## config.mk

```make
export PLATFORM = sky130hd
export DESIGN_NAME = mod_acc
export DESIGN_NICKNAME = d
export VERILOG_FILES = /design/src/rtl/mod_pkg.sv /design/src/rtl/mod_add.sv /design/src/rtl/mod_acc.sv
export SDC_FILE = /design/constraint.sdc
export NUM_CORES = 1
export LEC_CHECK = 0
export ABC_AREA = 1
export CELL_PAD_IN_SITES_DETAIL_PLACEMENT = 0
export CELL_PAD_IN_SITES_GLOBAL_PLACEMENT = 1
export CORE_MARGIN = 1.5
export CORE_UTILIZATION = 43
export DETAILED_ROUTE_END_ITERATION = 8
export GPL_ROUTABILITY_DRIVEN = 0
export GPL_TIMING_DRIVEN = 0
export PLACE_DENSITY = 0.92
export SLEW_MARGIN = 30
export SYNTH_ARGS = -nofsm -noshare
export SYNTH_HDL_FRONTEND = slang
export SYNTH_HIERARCHICAL = 1
export SYNTH_SLANG_ARGS = --single-unit
```

## constraint.sdc

```tcl
create_clock -name clk -period 14.5 [get_ports clk]
set_input_delay 2.175 -clock clk [delete_from_list [all_inputs] [get_ports clk]]
set_output_delay 2.175 -clock clk [all_outputs]
set_load 0.03 [all_outputs]
```

## src/rtl/mod_pkg.sv

```systemverilog
// Shared defaults and FSM encoding for the modular accumulator.
package mod_pkg;

    localparam int DEF_FIELD_WIDTH = 16;
    localparam int DEF_COUNT_WIDTH = 8;

    typedef enum logic [1:0] {
        ST_IDLE = 2'd0,
        ST_ACC  = 2'd1,
        ST_DONE = 2'd2
    } state_e;

endpackage

```

## src/rtl/mod_add.sv

```systemverilog
// Combinational modular adder: y = (a + b) mod s, valid for a, b < s.
module mod_add #(
    parameter int FIELD_WIDTH = 16
) (
    input  logic [FIELD_WIDTH-1:0] a,
    input  logic [FIELD_WIDTH-1:0] b,
    input  logic [FIELD_WIDTH-1:0] s,
    output logic [FIELD_WIDTH-1:0] y
);

    logic [FIELD_WIDTH:0] sum_wide;
    logic [FIELD_WIDTH:0] s_ext;

    // One carry bit of headroom so a+b < 2s never wraps before the subtract.
    always_comb begin
        s_ext    = {1'b0, s};
        sum_wide = {1'b0, a} + {1'b0, b};
        if (sum_wide >= s_ext) begin
            y = FIELD_WIDTH'(sum_wide - s_ext);
        end else begin
            y = FIELD_WIDTH'(sum_wide);
        end
    end

endmodule

```

## src/rtl/mod_acc.sv

```systemverilog
// Modular accumulator: sums len product terms (each in [0, 2s)) modulo s.
module mod_acc
    import mod_pkg::*;
#(
    parameter int FIELD_WIDTH = DEF_FIELD_WIDTH,
    parameter int COUNT_WIDTH = DEF_COUNT_WIDTH
) (
    input  logic                   clk,
    input  logic                   reset,
    input  logic [FIELD_WIDTH-1:0] s,
    input  logic [COUNT_WIDTH-1:0] len,
    input  logic                   start,
    input  logic                   in_valid,
    input  logic [FIELD_WIDTH:0]   in_data,
    output logic                   in_ready,
    output logic                   out_valid,
    output logic [FIELD_WIDTH-1:0] out_data,
    input  logic                   out_ready,
    output logic                   busy
);

    state_e                 state_q, state_d;
    logic [FIELD_WIDTH-1:0] acc_q, acc_d;
    logic [COUNT_WIDTH-1:0] cnt_q, cnt_d;
    logic [FIELD_WIDTH-1:0] s_q, s_d;
    logic [COUNT_WIDTH-1:0] len_q, len_d;

    logic [FIELD_WIDTH:0]   s_ext;
    logic [FIELD_WIDTH-1:0] term_red;
    logic [FIELD_WIDTH-1:0] acc_sum;
    logic [COUNT_WIDTH-1:0] cnt_inc;

    // Bring the incoming product from [0, 2s) down to [0, s) before adding.
    always_comb begin
        s_ext = {1'b0, s_q};
        if (in_data >= s_ext) begin
            term_red = FIELD_WIDTH'(in_data - s_ext);
        end else begin
            term_red = FIELD_WIDTH'(in_data);
        end
    end

    mod_add #(
        .FIELD_WIDTH(FIELD_WIDTH)
    ) u_add (
        .a(acc_q),
        .b(term_red),
        .s(s_q),
        .y(acc_sum)
    );

    // Next-state logic; start is only honoured from IDLE.
    always_comb begin
        state_d = state_q;
        acc_d   = acc_q;
        cnt_d   = cnt_q;
        s_d     = s_q;
        len_d   = len_q;
        cnt_inc = cnt_q + COUNT_WIDTH'(1);
        case (state_q)
            ST_IDLE: begin
                if (start) begin
                    s_d     = s;
                    len_d   = len;
                    acc_d   = '0;
                    cnt_d   = '0;
                    state_d = (len != '0) ? ST_ACC : ST_DONE;
                end
            end
            ST_ACC: begin
                if (in_valid) begin
                    acc_d = acc_sum;
                    cnt_d = cnt_inc;
                    if (cnt_inc == len_q) begin
                        state_d = ST_DONE;
                    end
                end
            end
            ST_DONE: begin
                if (out_ready) begin
                    state_d = ST_IDLE;
                end
            end
            default: state_d = ST_IDLE;
        endcase
    end

    // State registers; reset abandons any run in progress.
    always_ff @(posedge clk) begin
        if (reset) begin
            state_q <= ST_IDLE;
            acc_q   <= '0;
            cnt_q   <= '0;
        end else begin
            state_q <= state_d;
            acc_q   <= acc_d;
            cnt_q   <= cnt_d;
        end
    end

    // Modulus and length are only meaningful once a start has loaded them.
    always_ff @(posedge clk) begin
        s_q   <= s_d;
        len_q <= len_d;
    end

    // Outputs decode straight from registered state, so in_ready never sees in_valid.
    always_comb begin
        in_ready  = (state_q == ST_ACC);
        out_valid = (state_q == ST_DONE);
        busy      = (state_q != ST_IDLE);
        out_data  = acc_q;
    end

endmodule
```

Word level (Yosys, flattened, before mapping). Cells that the tools add are included.

Divide/modulo/power cells: 0. Order comparisons: 2. $add $sub $neg: 4. Bitwise gates (word level): 0. Reduce and logical (&&, ||, !) cells: 7. Eq/ne operators: 7. Multiplexer cells: 14. Shift operators: 0. Multiply operators: 0.

Operator list (count): 16-bit two-way mux (4); 17-bit by 16-bit >= comparator with 1-bit output (2); 16-bit case mux with 2 select lines (1); 16-bit subtractor (2); 16-bit by 16-bit adder with 17-bit output (1); 8-bit two-way mux (2); 8-bit case mux with 2 select lines (1); 2-bit two-way mux (5); 8-bit by 1-bit adder with 8-bit output (second input constant) (1); 8-bit == test (1); 8-bit nonzero test (1); 2-bit case mux with 3 select lines (1); 2-bit by 1-bit != test with 1-bit output (second input constant) (2); 2-bit != test (second input constant) (2); 4-bit AND reduction (1); 2-bit nonzero test (2); 3-bit AND reduction (1); 2-bit by 1-bit == test with 1-bit output (second input constant) (1); 2-bit == test (second input constant) (1); 2-bit zero test (1); 2-bit AND reduction (1).

Memory bits (writable): 0. Register bits: 50. Bits in read-only memories: 0. Output and inout port bits: 19. Logic and storage cells: 39. Latch bits: 0. Memories kept: 0.

Logic depth before layout (Yosys ltp).
Depth after elaboration: 7. Mapped depth: 37. Gate-level depth less buffers: 36.

Modules after synthesis. Netlist, hierarchy kept.

Modules (own cells, without submodules): mod_acc (area an instance 3116.7 µm², times used 1, sequential area each 1241.2 µm², cells an instance 419); mod_add (area an instance 2311.0 µm², times used 1, sequential area each 0.0 µm², cells an instance 451).

Worst setup path after synthesis. OpenSTA, ideal clock, no wires.

Path kind: input -> register. Start: in in_data[2]. End: reg acc_q[8] (netlist: out_data[8]). Required time: 14368 ps. Stages: 32. Setup slack: 8472 ps. Data arrival time: 5896 ps. Buffers on the path: 1. Cell sequence: ha_1 > a21oi_2 > nand2_2 > a21oi_4 > o21ai_4 > nand3_2 > nand2_2 > nand2_4 > nand2_4 > nand2_1 > nand2_1 > ha_1 > fa_1 > nand3_1 > nand3_1 > nand2_1 > nand2_1 > xor2_1 > ha_1 > nand2_1 > nand2_1 > nand2_1 > nand2_1 > a21oi_1 > nand2_2 > nand2_4 > nand2_4 > buf_12 > nand2_2 > nand2_2 > nand2_1 > a21oi_1.

Cells in the longest elaborated chain, start to end: 7. Elaborated cells between the ends (all ways): 9.

RTL lines: start: declaration (RTL line mod_acc.sv:14) `input logic [FIELD_WIDTH:0] in_data,`; 17-bit by 16-bit >= comparator with 1-bit output (*) (RTL line mod_acc.sv:36) `if (in_data >= s_ext) begin`; 16-bit two-way mux (*) (RTL line mod_acc.sv:36); net term_red[0] (RTL line mod_acc.sv:29) `logic [FIELD_WIDTH-1:0] term_red;`; 16-bit by 16-bit adder with 17-bit output (*) (RTL line mod_add.sv:17) `sum_wide = {1'b0, a} + {1'b0, b};`; 16-bit subtractor or 17-bit by 16-bit >= comparator with 1-bit output (tied branches) (RTL line mod_add.sv:19, mod_add.sv:18); 16-bit two-way mux (*) (RTL line mod_add.sv:18) `if (sum_wide >= s_ext) begin`; net acc_sum[8] (RTL line mod_acc.sv:30) `logic [FIELD_WIDTH-1:0] acc_sum;`; 16-bit two-way mux (*) (RTL line mod_acc.sv:71) `if (in_valid) begin`; 16-bit case mux with 2 select lines (*) (RTL line mod_acc.sv:60) `case (state_q)`; end signal: assignment (RTL line mod_acc.sv:92) `acc_q <= '0;`; end signal: assignment (RTL line mod_acc.sv:96) `acc_q <= acc_d;`; end: declaration (RTL line mod_acc.sv:23) `logic [FIELD_WIDTH-1:0] acc_q, acc_d;`.

Mark *: on every way through the listed nets, which the timed path passes. The rest lies on a longest branch. The select of a mux whose other input is x is not followed. A chain may end at the register's enable or synchronous reset.

Final worst setup path.
Start: in in_data[8]. End: reg acc_q[13] (netlist: out_data[13]).

Same word-level chain as after synthesis.

==> qor.csv <==
stage,metric,value,unit
run_status,outcome,"complete, no violations",
placement,placed cell area,6304,um2
yosys,total of warnings raised by yosys,6,
die,Die ar.,13310,um2
finish,utilization after layout,53.18,%
routing,DRC,0,
power_and_ir_drop,pwr dens,132.1,nW/um2
global_routing,vias in the first global route,4896,
clock_tree,Clock Tree Root,clkbuf_16,
routing,Routed Antenna Nets,0,
critical_path,FF-to-FF setup slack,9.41,ns
critical_path,Most common cell on crit path,nand2_1,
timing,Pins Over Slew Limit,0,
finish,"commonest cells after routing, fill and taps aside","315 x nand2_1, 146 x inv_1, 85 x nand3_1",
finish,"Design Area, Final",6467,um2
yosys,mean area per synthesized cell,6.239,um2
global_routing,initial antenna violation count,0,
global_routing,first-pass GRT wire length,24000,um
finish,"most common cell after layout, fill and taps aside",nand2_1,
yosys,Synth cell types,42,
die,die height,115.4,um
critical_path,crit-path max cell delay,0.46,ns
yosys,Netlist Area Pre-Place,5428,um2
critical_path,Critical Path Fanout Max,10,
routing,Routed met3 length,544,um
yosys,post-synthesis sequential element count,50,
yosys,number of synthesized flops with an enable pin,24,
timing,Finish-stage setup viols,0,
yosys,Syn Inst Count,870,
yosys,predominant post-synthesis flop cell,dfxtp_1,
global_routing,gr usage total,23.16,%
power_and_ir_drop,Pwr Total,0.0008541,W
run,Max Cap Violations,0,
clock_tree,Post-CTS Resized,0,
critical_path,Critical Path RT,14.72,ns
clock_tree,CTS tree,built,
die,core area,12160,um2
routing,Top Layer Used,met4,
clock_tree,worst-skew pair later-pin latency,0.30,ns
routing,TritonRoute pass-1 iters,5,
finish,# nets final,1039,
routing,vias per cell,4.853,
yosys,Post-Syn Nets,968,
timing,fmax,144.0,MHz
hold_path,Hold Crit Depth,2,
critical_path,CP Launch Type,input pin,
finish,ratio of cells with drive above 1 in the final layout,6.900,%
timing,Clock Skews,0.007531,ns
power_and_ir_drop,Leak,3.395,nW
clock_tree,clock sink count,50,
timing,min cycle time layout,6.944,ns
yosys,Synth area leaders,"nand2_1 22%, edfxtp_1 13%, ha_1 11%, inv_1 10%, dfxtp_1 9.6%",
timing,Slew @ Worst Pin,0.5676,ns
clock_tree,Num CTS Buffers,5,
timing,max_slew headroom,62.16,%
finish,P&R area growth vs syn,19.16,%
critical_path,r2r startpoint,s_q[8],
critical_path,R2R cell count,30,
routing,WL met1,7611,um
global_routing,maximum number of pins on one net before global-route repair,17,
power_and_ir_drop,"IR drop worst, VDD",77.85,uV
hold_path,HP Class,reg2reg,
routing,wire length on met2,6450,um
critical_path,CP max-delay cell,fa_1,
placement,HPWL after DPL,12640,um
die,Die W,115.4,um
die,Rows,40,
critical_path,Crit Reg-Reg Endpoint,out_data[13],
routing,Via Count,5387,
critical_path,critical setup path kind,in2reg,
timing,period utilization,47.89,%
yosys,"area leader, netlist",nand2_1,
yosys,top-area cell type share of the netlist area,21.78,%
routing,WL/cell,13.29,um
finish,ant diodes,0,
timing,RSZ-0062 raised after global routing,no,
placement,port bufs,63,
timing,Setup TNS,0,ns
global_routing,Congestion Overflow GR,0,
yosys,Async SR Flop Fraction,0,%
routing,routed wire length,14760,um
routing,violation count after the first detailed-route iteration,321,
clock_tree,"Clk pin slew, worst setup/hold paths",0.07,ns
clock_tree,Clock Tree Buf Depth,2,
clock_tree,setup bufs post-CTS,0,
die,initial core utilization,44.63,%
critical_path,Crit. End Element,flip-flop,
yosys,register area share after synthesis,22.87,%
hold_path,hold endpoint,cnt_q[1],
clock_tree,H-tree level count,2,
clock_tree,hold_buf cts,0,
critical_path,Worst EP arrival,7.17,ns
hold_path,min-delay src,cnt_q[1],
timing,Final Hold Viols,0,
die,Ports,65,
state kept, by name, indices dropped and copies added, names as in the netlist:
name,count
cnt_q,8
out_data,16
len_q,8
state_q,2
s_q,16
cell type report:
class / count / area (um2)
fill: 1260 / 5694
multi-input combinational: 657 / 3545
sequential: 50 / 1241
timing repair buffer: 64 / 658.1
inverter: 150 / 563.0
tap: 168 / 210.2
clock buffer: 6 / 150.1
buffer: 13 / 86.33
clock inverter: 2 / 13.76
Yosys cell counts (4+ instances only):
library cell  count
nor2_1           41
nand2_2          26
nand4_1          11
inv_1           146
nand2_4           4
edfxtp_1         24
nand2_1         315
dfxtp_1          26
a21oi_1          52
xnor2_1           4
o21ai_0          11
and2_1            4
xor2_1           22
o21bai_1          4
nor3_1            4
ha_1             49
nand3_1          85
routing by layer:
metal  GRT usage (%)  vias to the layer above
li1                -                     2889
met1           34.22                     2381
met2           37.00                      108
met3           1.845                        9
met4           4.609                        0
met5               0                        -
through the flow:
step	hold slack [ns]	setup slack, ns	instances
2_1_floorplan	0.4578	8.472	870
3_3_place_gp	0.4763	7.290	1101
3_5_place_dp	0.4820	7.314	1102
4_1_cts	0.4916	7.598	1110
5_1_grt	0.5200	7.095	1110
6_report	0.4851	7.556	1110
cell families (layout without fill, tap and decap cells):
group	Yosys count	in the layout	share of synthesized area [%]
xor+xnor	26	26	4.195
simple gates	506	506	41.01
fa+ha+maj	52	52	12.40
buf+inv	163	235	11.96
compound gates	73	73	7.561
flops	50	50	22.87
worst max-delay path: cells and delay by family:
family	cells	cell delay [ns]
compound gates	5	0.98
xor+xnor	1	0.33
fa+ha+maj	4	1.44
buf+inv	2	0.63
simple gates	18	1.60
report_power, final:
| part | internal, W | switching (W) | leakage, nW | total (W) |
|---|---|---|---|---|
| sequential | 0.000163 | 0.0000129 | 0.439 | 0.000176 |
| combinational | 0.000202 | 0.000348 | 2.87 | 0.000550 |
| clock | 0.0000748 | 0.0000533 | 0.0824 | 0.000128 |
worst max-delay path by stage:
stage	start	to	slack [ns]	cells past startpoint
final	in_data[8]	out_data[13]	7.56	30
after global placement	in_data[2]	out_data[14]	7.29	32
after detailed placement	in_data[2]	out_data[13]	7.31	32
after CTS	in_data[2]	out_data[14]	7.60	32
after global routing	in_data[2]	out_data[8]	7.09	34
after floorplan	in_data[2]	out_data[8]	8.47	32
Note: power is estimated with default switching activity, not from simulation.
